**config.mk**
```make
export PLATFORM = sky130hd
export DESIGN_NAME = ex_mem_stage_flat
export DESIGN_NICKNAME = d
export VERILOG_FILES = /design/src/rtl/ex_mem_stage_pkg.sv /design/src/rtl/ex_mem_stage_if.sv /design/src/rtl/ex_mem_stage_pipe_skid_buffer.sv /design/src/rtl/ex_mem_stage.sv /design/src/flat_wrapper.sv
export SDC_FILE = /design/constraint.sdc
export NUM_CORES = 1
export LEC_CHECK = 0
export CORE_MARGIN = 2
export CORE_UTILIZATION = 49
export CTS_CLUSTER_SIZE = 12
export DETAILED_ROUTE_END_ITERATION = 8
export GPL_TIMING_DRIVEN = 0
export PLACE_DENSITY_LB_ADDON = 0.15
export SKIP_LAST_GASP = 1
export SLEW_MARGIN = 20
export SYNTH_ARGS = -nofsm -noshare
export SYNTH_HDL_FRONTEND = slang
export SYNTH_SLANG_ARGS = --single-unit
export TNS_END_PERCENT = 30
```
**constraint.sdc**
```tcl
create_clock -name clk -period 2.11 [get_ports clk]
set_input_delay 0.422 -clock clk [delete_from_list [all_inputs] [get_ports clk]]
set_output_delay 0.422 -clock clk [all_outputs]
set_load 0.01 [all_outputs]
```
**src/rtl/ex_mem_stage_pkg.sv**
```systemverilog
// Shared widths and payload bit layout for the EX/MEM pipeline register.
// Payload packing, MSB to LSB: result, store_data, rd, reg_write, mem_read, mem_write.
package ex_mem_stage_pkg;

   localparam int DEF_DATA_W     = 32;
   localparam int DEF_REG_ADDR_W = 5;

   function automatic int payload_w(input int data_w, input int reg_addr_w);
      return 2 * data_w + reg_addr_w + 3;
   endfunction

   localparam int MEM_WRITE_BIT = 0;
   localparam int MEM_READ_BIT  = 1;
   localparam int REG_WRITE_BIT = 2;
   localparam int RD_LSB        = 3;

   function automatic int store_lsb(input int reg_addr_w);
      return RD_LSB + reg_addr_w;
   endfunction

   function automatic int result_lsb(input int data_w, input int reg_addr_w);
      return store_lsb(reg_addr_w) + data_w;
   endfunction

   localparam int PAYLOAD_W  = payload_w(DEF_DATA_W, DEF_REG_ADDR_W);
   localparam int STORE_LSB  = store_lsb(DEF_REG_ADDR_W);
   localparam int RESULT_LSB = result_lsb(DEF_DATA_W, DEF_REG_ADDR_W);

endpackage

```
**src/rtl/ex_mem_stage_if.sv**
```systemverilog
// One valid/ready channel carrying an execute-stage op and its control payload.
interface ex_mem_stage_if
   import ex_mem_stage_pkg::*;
#(
   parameter int DATA_W     = DEF_DATA_W,
   parameter int REG_ADDR_W = DEF_REG_ADDR_W
);

   logic                  valid;
   logic                  ready;
   logic [DATA_W-1:0]     result;
   logic [DATA_W-1:0]     store_data;
   logic [REG_ADDR_W-1:0] rd;
   logic                  reg_write;
   logic                  mem_read;
   logic                  mem_write;
   logic                  cond_move;
   logic                  movn;

   modport master (
      output valid, result, store_data, rd, reg_write, mem_read, mem_write, cond_move, movn,
      input  ready
   );

   modport slave (
      input  valid, result, store_data, rd, reg_write, mem_read, mem_write, cond_move, movn,
      output ready
   );

endinterface

```
**src/rtl/ex_mem_stage_pipe_skid_buffer.sv**
```systemverilog
// Generic 2-entry valid/ready skid buffer with flush. Ready depends only on
// registered state, so there is no combinational path from out_ready to in_ready.
module pipe_skid_buffer
   import ex_mem_stage_pkg::*;
#(
   parameter int PAYLOAD_W = ex_mem_stage_pkg::PAYLOAD_W
) (
   input  logic                 clk,
   input  logic                 reset,
   input  logic                 flush,
   input  logic                 in_valid,
   output logic                 in_ready,
   input  logic [PAYLOAD_W-1:0] in_data,
   output logic                 out_valid,
   input  logic                 out_ready,
   output logic [PAYLOAD_W-1:0] out_data
);

   logic                 head_valid;
   logic                 skid_valid;
   logic [PAYLOAD_W-1:0] head_data;
   logic [PAYLOAD_W-1:0] skid_data;
   logic                 accept;
   logic                 head_free;

   assign in_ready  = !skid_valid && !reset;
   assign accept    = in_valid && in_ready && !flush;
   assign head_free = !head_valid || out_ready;

   // NOTE: state uses non-blocking assignments so every register samples
   // pre-edge values; the payload is reset too so outputs read 0 in reset.
   always_ff @(posedge clk) begin
      if (reset) begin
         head_valid <= 1'b0;
         skid_valid <= 1'b0;
         head_data  <= '0;
         skid_data  <= '0;
      end else if (flush) begin
         head_valid <= 1'b0;
         skid_valid <= 1'b0;
      end else if (head_free) begin
         if (skid_valid) begin
            head_data  <= skid_data;
            head_valid <= 1'b1;
            skid_valid <= accept;
            if (accept) skid_data <= in_data;
         end else begin
            head_valid <= accept;
            if (accept) head_data <= in_data;
         end
      end else if (accept) begin
         skid_valid <= 1'b1;
         skid_data  <= in_data;
      end
   end

   assign out_valid = head_valid;
   assign out_data  = head_data;

endmodule

```
**src/rtl/ex_mem_stage.sv**
```systemverilog
// EX/MEM pipeline register: resolves the register write enable at capture,
// buffers ops through a skid buffer and exposes the head as a forwarding source.
// Optional macro COND_MOVE_EN compiles in MOVZ/MOVN write-enable resolution.
module ex_mem_stage
   import ex_mem_stage_pkg::*;
#(
   parameter int DATA_W     = DEF_DATA_W,
   parameter int REG_ADDR_W = DEF_REG_ADDR_W
) (
   input  logic                  clk,
   input  logic                  reset,
   input  logic                  flush,
   ex_mem_stage_if.slave         ex,
   ex_mem_stage_if.master        mem,
   output logic                  fwd_valid,
   output logic [REG_ADDR_W-1:0] fwd_rd,
   output logic [DATA_W-1:0]     fwd_result
);

   localparam int PW     = payload_w(DATA_W, REG_ADDR_W);
   localparam int ST_LSB = store_lsb(REG_ADDR_W);
   localparam int RS_LSB = result_lsb(DATA_W, REG_ADDR_W);

   logic          cmove_ok;
   logic          reg_write_res;
   logic [PW-1:0] in_data;
   logic [PW-1:0] head_data;
   logic          head_valid;

`ifdef COND_MOVE_EN
   always_comb begin
      cmove_ok = 1'b1;
      if (ex.cond_move) cmove_ok = ex.movn ? (|ex.store_data) : ~(|ex.store_data);
   end
`else
   logic unused_cmove;
   assign unused_cmove = ex.cond_move ^ ex.movn;
   assign cmove_ok     = 1'b1;
`endif

   // Writes to $zero are dropped here so the memory stage never sees them.
   assign reg_write_res = ex.reg_write && cmove_ok && (|ex.rd);

   assign in_data = {ex.result, ex.store_data, ex.rd, reg_write_res, ex.mem_read, ex.mem_write};

   pipe_skid_buffer #(.PAYLOAD_W(PW)) u_skid (
      .clk       (clk),
      .reset     (reset),
      .flush     (flush),
      .in_valid  (ex.valid),
      .in_ready  (ex.ready),
      .in_data   (in_data),
      .out_valid (head_valid),
      .out_ready (mem.ready),
      .out_data  (head_data)
   );

   assign mem.valid      = head_valid;
   assign mem.result     = head_data[RS_LSB +: DATA_W];
   assign mem.store_data = head_data[ST_LSB +: DATA_W];
   assign mem.rd         = head_data[RD_LSB +: REG_ADDR_W];
   assign mem.reg_write  = head_data[REG_WRITE_BIT];
   assign mem.mem_read   = head_data[MEM_READ_BIT];
   assign mem.mem_write  = head_data[MEM_WRITE_BIT];
   assign mem.cond_move  = 1'b0;
   assign mem.movn       = 1'b0;

   assign fwd_valid  = head_valid && head_data[REG_WRITE_BIT];
   assign fwd_rd     = head_data[RD_LSB +: REG_ADDR_W];
   assign fwd_result = head_data[RS_LSB +: DATA_W];

endmodule

```
**src/flat_wrapper.sv**
```systemverilog
// flat-port wrapper written by rule: the top's interface ports become plain ports
module ex_mem_stage_flat import ex_mem_stage_pkg::*;
#(
   parameter int DATA_W     = DEF_DATA_W,
   parameter int REG_ADDR_W = DEF_REG_ADDR_W
)
  (clk, reset, flush, fwd_valid, fwd_rd, fwd_result, ex_valid, ex_result, ex_store_data, ex_rd, ex_reg_write, ex_mem_read, ex_mem_write, ex_cond_move, ex_movn, ex_ready, mem_valid, mem_result, mem_store_data, mem_rd, mem_reg_write, mem_mem_read, mem_mem_write, mem_cond_move, mem_movn, mem_ready);
  ex_mem_stage_if #(.DATA_W(DATA_W), .REG_ADDR_W(REG_ADDR_W)) ex_i ();
  ex_mem_stage_if #(.DATA_W(DATA_W), .REG_ADDR_W(REG_ADDR_W)) mem_i ();
  input  logic clk;
  input  logic reset;
  input  logic flush;
  output logic fwd_valid;
  output logic [REG_ADDR_W-1:0] fwd_rd;
  output logic [DATA_W-1:0] fwd_result;
  input wire logic [$bits(ex_i.valid)-1:0] ex_valid;
  input wire logic [$bits(ex_i.result)-1:0] ex_result;
  input wire logic [$bits(ex_i.store_data)-1:0] ex_store_data;
  input wire logic [$bits(ex_i.rd)-1:0] ex_rd;
  input wire logic [$bits(ex_i.reg_write)-1:0] ex_reg_write;
  input wire logic [$bits(ex_i.mem_read)-1:0] ex_mem_read;
  input wire logic [$bits(ex_i.mem_write)-1:0] ex_mem_write;
  input wire logic [$bits(ex_i.cond_move)-1:0] ex_cond_move;
  input wire logic [$bits(ex_i.movn)-1:0] ex_movn;
  output wire logic [$bits(ex_i.ready)-1:0] ex_ready;
  output wire logic [$bits(mem_i.valid)-1:0] mem_valid;
  output wire logic [$bits(mem_i.result)-1:0] mem_result;
  output wire logic [$bits(mem_i.store_data)-1:0] mem_store_data;
  output wire logic [$bits(mem_i.rd)-1:0] mem_rd;
  output wire logic [$bits(mem_i.reg_write)-1:0] mem_reg_write;
  output wire logic [$bits(mem_i.mem_read)-1:0] mem_mem_read;
  output wire logic [$bits(mem_i.mem_write)-1:0] mem_mem_write;
  output wire logic [$bits(mem_i.cond_move)-1:0] mem_cond_move;
  output wire logic [$bits(mem_i.movn)-1:0] mem_movn;
  input wire logic [$bits(mem_i.ready)-1:0] mem_ready;
  assign ex_i.valid = ex_valid;
  assign ex_i.result = ex_result;
  assign ex_i.store_data = ex_store_data;
  assign ex_i.rd = ex_rd;
  assign ex_i.reg_write = ex_reg_write;
  assign ex_i.mem_read = ex_mem_read;
  assign ex_i.mem_write = ex_mem_write;
  assign ex_i.cond_move = ex_cond_move;
  assign ex_i.movn = ex_movn;
  assign ex_ready = ex_i.ready;
  assign mem_valid = mem_i.valid;
  assign mem_result = mem_i.result;
  assign mem_store_data = mem_i.store_data;
  assign mem_rd = mem_i.rd;
  assign mem_reg_write = mem_i.reg_write;
  assign mem_mem_read = mem_i.mem_read;
  assign mem_mem_write = mem_i.mem_write;
  assign mem_cond_move = mem_i.cond_move;
  assign mem_movn = mem_i.movn;
  assign mem_i.ready = mem_ready;
  ex_mem_stage #(.DATA_W(DATA_W), .REG_ADDR_W(REG_ADDR_W)) u_core (.clk(clk), .reset(reset), .flush(flush), .ex(ex_i), .mem(mem_i), .fwd_valid(fwd_valid), .fwd_rd(fwd_rd), .fwd_result(fwd_result));
endmodule
```
; Yosys cells after proc, flatten, opt, wreduce, memory -nomap -nowiden
; Cells that the tools add are included.
; Widths: inputs -> output; s select.
[classes]
eq_ne = 1
mux = 9
bitwise_logic = 1
reduce_logical = 16
[op_table]
columns = operator, n
row1 = $mux 72, 5
row2 = $logic_and 1x1->1, 5
row3 = $reduce_or 5->1, 1
row4 = $logic_not 1->1, 4
row5 = $mux 1, 4
row6 = $reduce_bool 2->1, 2
row7 = $reduce_and 3->1, 1
row8 = $ne 2x2->1 const B, 1
row9 = $reduce_and 2->1, 1
row10 = $reduce_or 2->1, 1
row11 = $logic_or 1x1->1, 1
row12 = $not 1->1, 1
[word_totals]
reg_bits = 146
input_bits = 79
out_inout_bits = 114
word_cells = 31

; Logic depth before layout (Yosys ltp)
; Gate-level depths: netlist of run 1.
[logic_depth]
depth_word = 7
mapped_depth = 7
mapped_depth_nobuf = 3

; Hierarchy
; Synthesis of run 1 repeated with hierarchy kept, for this count alone.
[unflattened]
cells_unflattened = 777
hier_area_um2 = 7076.8
[by_module_without_submodules]
columns = mod, n_inst, cells_per_inst, area_each_um2, seq_area_each_um2
row1 = pipe_skid_buffer, 1, 734, 6759.0, 2922.8
row2 = ex_mem_stage, 1, 43, 317.8, 0.0

; Worst setup path after synthesis of run 1
; No wires, ideal clock.
[synth_timing]
kind = input -> register
startpoint = input port reset
endpoint = register u_core.u_skid.skid_data[63]
setup_time_ns = 0.132
arrival_ns = 1.490
required_ns = 1.978
slack_ns = 0.488
stages = 5
n_path_buf = 2
path_cell_list = or4b_1 buf_2 clkbuf_1 o21ai_0 a21oi_1
[synth_between]
elab_chain_len = 7
[synth_lines]
columns = item, line
row1 = start: declaration, flat_wrapper.sv:11  ; input logic reset;
row2 = $logic_not 1->1, ex_mem_stage_pipe_skid_buffer.sv:26  ; assign in_ready = !skid_valid && !reset;
row3 = $logic_and 1x1->1, ex_mem_stage_pipe_skid_buffer.sv:26
row4 = $logic_and 1x1->1 (2 in a row), ex_mem_stage_pipe_skid_buffer.sv:27  ; assign accept = in_valid && in_ready && !flush;
row5 = $mux 72 (3 in a row), n/a
row6 = end signal: assignment, ex_mem_stage_pipe_skid_buffer.sv:46  ; if (accept) skid_data <= in_data;
row7 = end signal: assignment, ex_mem_stage_pipe_skid_buffer.sv:53  ; skid_data <= in_data;
row8 = end: declaration, ex_mem_stage_pipe_skid_buffer.sv:22  ; logic [PAYLOAD_W-1:0] skid_data;
; Parallel ways exist; a longest one is shown, timed or not. The select of a mux whose other input is x is not followed.
; A chain may end at the register's enable or synchronous reset.

; Final worst setup path of run 1
[layout_timing]
startpoint = input port reset
endpoint = output port ex_ready
[layout_between]
elab_chain_len = 2
[layout_lines]
columns = item, line
row1 = $logic_not 1->1, ex_mem_stage_pipe_skid_buffer.sv:26
row2 = $logic_and 1x1->1, ex_mem_stage_pipe_skid_buffer.sv:26
row3 = end: declaration, flat_wrapper.sv:25  ; output wire logic [$bits(ex_i.ready)-1:0] ex_ready;
; Every way passes these cells.

==> results.json, run 1 <==
{
  "rsz0062_at_grt": "no",
  "clkPwrFrac": 0.462,
  "postCtsSetupBuffers": 0,
  "p_leak_nw": 3.28,
  "setup_ws_ps": 62.3,
  "sequentialPowerShare": 0.407,
  "htree_levels": 4,
  "die_area_sq_mm": 0.0155,
  "cp.arrival_ps": 1630,
  "yosysSeqAreaShare": 0.409,
  "skew_ps": 3.64,
  "grt_antenna_before_repair": 0,
  "dieHeight_microns": 125,
  "setup_viol": 0,
  "ys_dominant_reg_cell": "dfxtp_1",
  "yosysUniqueCellTypes": 27,
  "status": "completed",
  "grt_pass1_wl_mm": 32.9,
  "via_count": 6836,
  "synth.most_common_cell": "dfxtp_1",
  "clock_latency_ps": 430,
  "yosysWarnings": 0,
  "synthArstFlopShare": 0,
  "start_kind": "primary input",
  "grt_max_degree": 20,
  "cp-end-kind": "output port",
  "cts_tree": "done",
  "initial_core_util": 0.497,
  "wl_mm": 20.3,
  "routedWlPerCell_microns": 16.8,
  "synth_common_cells": "dfxtp_1 (146), inv_1 (73), a2111oi_0 (72)",
  "cts_root_buf": "clkbuf_16",
  "post_cts_resized": 4,
  "place_ws_ps": -934,
  "syn_area_per_cell_sq_um": 8.87,
  "switching_share": 0.231,
  "finalHoldViolations": 0,
  "netlist_area_sq_mm": 0.00714,
  "clock_sinks": 146,
  "area_growth_pct": 38.6,
  "final_core_util": 0.689,
  "placed_cells": 1178,
  "hold_buffers": 0,
  "place_hpwl_mm": 14.0,
  "p_comb_frac": 0.131,
  "maxCapViolCount": 0,
  "synthDominantCellAreaShare": 0.409,
  "layout_min_cycle_time_ps": 2050,
  "grt_pass1_vias": 6484,
  "p_sw_mw": 1.64,
  "io_pins": 193,
  "period_share": 0.970,
  "n_antenna_cell": 0,
  "ys_top_cells_by_area": "dfxtp_1 (41%), mux2_2 (11%), a2111oi_0 (8.8%), a211oi_1 (7.5%), a21oi_1 (5.0%)",
  "row_count": 44,
  "core_area_sq_mm": 0.0144,
  "gp_congestion": 0.827,
  "ir_drop_uv": 538,
  "clk_pin_slew_ps": 60,
  "drive_above_1_share": 0.166,
  "hold_slack_ps": 457,
  "port_buffers": 188,
  "path_max_fanout": 19,
  "via_per_inst": 5.66,
  "grt_usage": 0.258,
  "netlist.top_cell.by_area": "dfxtp_1",
  "final_max_slew_viol_count": 0,
  "cts_buffers": 17,
  "ys_seq_elements": 146,
  "firstDrtPassIters": 5,
  "layout.nets": 1090,
  "drc": 0,
  "p_int_mw": 5.46,
  "synth-edff-count": 0,
  "slew_headroom": 0.589,
  "cp.required_ps": 1690,
  "worstMarginPinSlew_ps": 617,
  "stdcell_count": 1207,
  "hold_path_class": "reg -> reg",
  "grt_overflow_total": 0,
  "drtIter0Drc": 386,
  "die_x_microns": 125,
  "fmax_mhz": 488,
  "cts_buffer_depth": 2,
  "powerDensity_mw_per_mm2": 718,
  "critical_path_class": "in -> out",
  "ant_nets": 0,
  "synthCells": 805
}
## final timing paths
check,start,to,slack [ps],cells after the start
max reg2reg,u_core.u_skid.skid_valid,u_core.u_skid.out_data[16],210,5
min,u_core.u_skid.out_data[0],u_core.u_skid.out_data[0],460,2
min reg2reg,u_core.u_skid.out_data[0],u_core.u_skid.out_data[0],460,2
max,reset,ex_ready,60,4
## logic make-up (layout without fill, tap and decap cells)
| family | after synthesis | after routing | share of synthesized area |
|---|---|---|---|
| flops | 146 | 146 | 0.409 |
| buf+inv | 209 | 426 | 0.147 |
| mux | 71 | 71 | 0.112 |
| simple gates | 87 | 87 | 0.0631 |
| compound gates | 291 | 291 | 0.268 |
| other cells | 1 | 2 | 0.000525 |
## layer usage
| layer | wire (microns) | global-route usage | vias to the layer above | share of wire |
|---|---|---|---|---|
| met4 | 474 | 0.0978 | 0 | 0.023 |
| li1 | - | - | 3325 | - |
| met2 | 9410 | 0.405 | 241 | 0.46 |
| met3 | 1270 | 0.0533 | 34 | 0.063 |
| met5 | 0 | 0 | - | 0 |
| met1 | 9100 | 0.351 | 3236 | 0.45 |
## power by group through the flow
stage                     Combinational [mW]  Sequential [mW]  Clock (mW)
after global placement                 0.918             2.95           0
after CTS                              0.930             2.89        3.30
final                                  0.931             2.89        3.28
after floorplan                        0.394             2.98           0
after global routing                   0.998             2.90        3.41
after detailed placement               0.922             2.95           0
## sequential cells by signal (all words and copies together) (netlist names)
name,cells
u_core.u_skid.out_valid,1
u_core.u_skid.out_data,72
u_core.u_skid.skid_valid,1
u_core.u_skid.skid_data,72
## through the flow
| step | setup TNS (ps) | cell area [sq um] | power (mW) |
|---|---|---|---|
| after floorplan | 0 | 7140 | 3.38 |
| after global placement | -35160 | 9250 | 3.87 |
| after detailed placement | -44540 | 9250 | 3.87 |
| after CTS | -2.44 | 9890 | 7.12 |
| after global routing | 0 | 9890 | 7.32 |
| final | 0 | 9890 | 7.11 |
## layout by cell type, fill, tap and decap left out, types with 4 or more instances in the layout
cell / n
dfxtp_1: 146
buf_6: 13
mux2_2: 71
inv_1: 73
buf_2: 15
clkinv_2: 4
buf_4: 39
clkbuf_16: 17
nand3_1: 71
clkdlybuf4s50_1: 187
clkbuf_1: 66
a211oi_1: 71
o21ai_1: 5
a2111oi_0: 71
a21oi_1: 71
o21ai_0: 69
bufinv_16: 5
## critical path, stage by stage
cell and delay, ps:
clkdlybuf4s50_1 550, clkbuf_8 270, nor2_1 90, dlygate4sd2_1 290
## cell type report
type,count,area (sq um)
clock inverters,11,185
plain buffers,134,781
fillers,1223,4480
clock buffers,20,447
multi-input cells,451,3170
repair buffers,188,1880
well taps,184,230
inverters,73,274
flip-flops and latches,146,2920
Note: power is estimated with default switching activity, not from simulation.
==> inputs of run 2 (changes only) <==
Settings changed: GPL_ROUTABILITY_DRIVEN set to 0, PLACE_DENSITY_LB_ADDON 0.15 to 0.05.
==> results.json, run 2 (synthesis results as in run 1) <==
{
  "status": "completed",
  "cts_tree": "done",
  "final_common_cell": "clkdlybuf4s50_1",
  "nFillCells": 1237,
  "core_area_sq_mm": 0.0144,
  "postCtsSetupBuffers": 0,
  "clk_pin_slew_ps": 60,
  "p_leak_nw": 3.26,
  "via_per_inst": 5.67,
  "skew_ps": 6.93,
  "htree_levels": 4,
  "regArea_sq_mm": 0.00292,
  "drive_above_1_share": 0.164,
  "switching_share": 0.232,
  "p_int_mw": 5.25,
  "clock_sinks": 146,
  "dieHeight_microns": 125,
  "powerDensity_mw_per_mm2": 693,
  "p_comb_frac": 0.137,
  "cts_buffer_depth": 2,
  "start_kind": "flop",
  "postPlaceCellArea_sq_mm": 0.00925,
  "n_antenna_cell": 0,
  "hold_slack_ps": 456,
  "worstMarginPinSlew_ps": 636,
  "grt_max_degree": 20,
  "p_sw_mw": 1.58,
  "cts_buffers": 17,
  "grt_pass1_vias": 6490,
  "setup_ws_ps": 3.28,
  "drc": 0,
  "cp.arrival_ps": 1680,
  "layout.nets": 1091,
  "rrSetupSlack_ps": 100,
  "layout_min_cycle_time_ps": 2110,
  "fmax_mhz": 475,
  "die_area_sq_mm": 0.0155,
  "drtIter0Drc": 510,
  "totalPowerFinal_mw": 6.83,
  "clock_latency_ps": 420,
  "firstDrtPassIters": 5,
  "via_count": 6850,
  "row_count": 44,
  "cts_root_buf": "clkbuf_16",
  "io_pins": 193,
  "final_max_slew_viol_count": 0,
  "timing.setup.tns_ps": 0,
  "period_share": 0.998,
  "critical_path_class": "reg -> out",
  "place_ws_ps": -897,
  "final_cell_mix": "clkdlybuf4s50_1 (187), dfxtp_1 (146), inv_1 (73)",
  "routedWlPerCell_microns": 16.8,
  "maxCapViolCount": 0,
  "grt_overflow_total": 0,
  "hold_buffers": 0,
  "setup_viol": 0,
  "ir_drop_uv": 537,
  "hold_path_class": "reg -> reg",
  "finalHoldViolations": 0,
  "grt_pass1_wl_mm": 33.1,
  "cp-end-kind": "output port",
  "clkPwrFrac": 0.440,
  "multi_input_area_sq_mm": 0.00318,
  "grt_usage": 0.259,
  "area_growth_pct": 38.1,
  "wl_mm": 20.3,
  "slew_headroom": 0.565,
  "place_hpwl_mm": 14.0,
  "port_buffers": 188,
  "fin_area_sq_mm": 0.00986,
  "cp.required_ps": 1690,
  "path_max_fanout": 10,
  "rsz0062_at_grt": "yes",
  "ant_nets": 0,
  "initial_core_util": 0.497,
  "sequentialPowerShare": 0.423,
  "grt_antenna_before_repair": 0,
  "die_x_microns": 125
}
run 2: cell types whose count changed in the layout (fill, tap and decap cells not counted):
cell | previous run | this run
clkbuf_1 | 66 | 71
clkbuf_8 | 2 | 6
bufinv_16 | 5 | 2
clkinv_2 | 4 | 2
a2111oi_1 | 1 | 0
clkinvlp_4 | 2 | 0
a2111oi_2 | 0 | 1
run 2: power by group through the flow:
stage	Combinational (mW)	Sequential, mW	Clock (mW)
after floorplan	0.394	2.98	0
after global placement	0.922	2.95	0
after detailed placement	0.923	2.95	0
after CTS	0.931	2.89	3.05
after global routing	1.00	2.90	3.17
final	0.933	2.89	3.01
run 2: critical path, cell delays in order (launching register included):
cell	delay (ps)
dfxtp_1	300
clkbuf_1	210
buf_6	220
buf_6	170
nor2_1	70
dlygate4sd2_1	290
run 2: what timing repair did:
item	CTS	global route
cloned	0	0
setup endpoints to repair	2	96
gates resized for setup	5	7
hold endpoints to repair	0	0
run 2: metal layers:
| layer | wire, microns | up-vias | GRT usage | share of wire |
|---|---|---|---|---|
| met5 | 0 | - | 0 | 0 |
| met4 | 301 | 0 | 0.0820 | 0.015 |
| met3 | 1320 | 28 | 0.0601 | 0.065 |
| met2 | 9350 | 277 | 0.409 | 0.46 |
| met1 | 9280 | 3218 | 0.352 | 0.46 |
| li1 | - | 3327 | - | - |
run 2: path summary, 6_finish.rpt:
| kind | start | cells past startpoint | endpoint |
|---|---|---|---|
| setup / recovery | u_core.u_skid.skid_valid | 5 | ex_ready |
| hold / removal | u_core.u_skid.out_data[36] | 2 | u_core.u_skid.out_data[36] |
| setup reg to reg | u_core.u_skid.skid_valid | 5 | u_core.u_skid.out_data[65] |
| hold reg to reg | u_core.u_skid.out_data[36] | 2 | u_core.u_skid.out_data[36] |
run 2: area by class of cell:
| class | instances | area share |
|---|---|---|
| buffer | 135 | 0.0796 |
| clock buffer | 28 | 0.0524 |
| clock inverter | 4 | 0.00711 |
| inverter | 73 | 0.0278 |
| multi-input combinational | 451 | 0.322 |
| sequential | 146 | 0.297 |
| tap | 184 | 0.0234 |
| timing repair buffer | 188 | 0.191 |
run 2: per-stage QoR:
step           utilization  instances
2_1_floorplan            -        806
3_3_place_gp         0.644       1178
3_5_place_dp         0.644       1178
4_1_cts              0.685       1209
5_1_grt              0.686       1209
6_report             0.686       1209
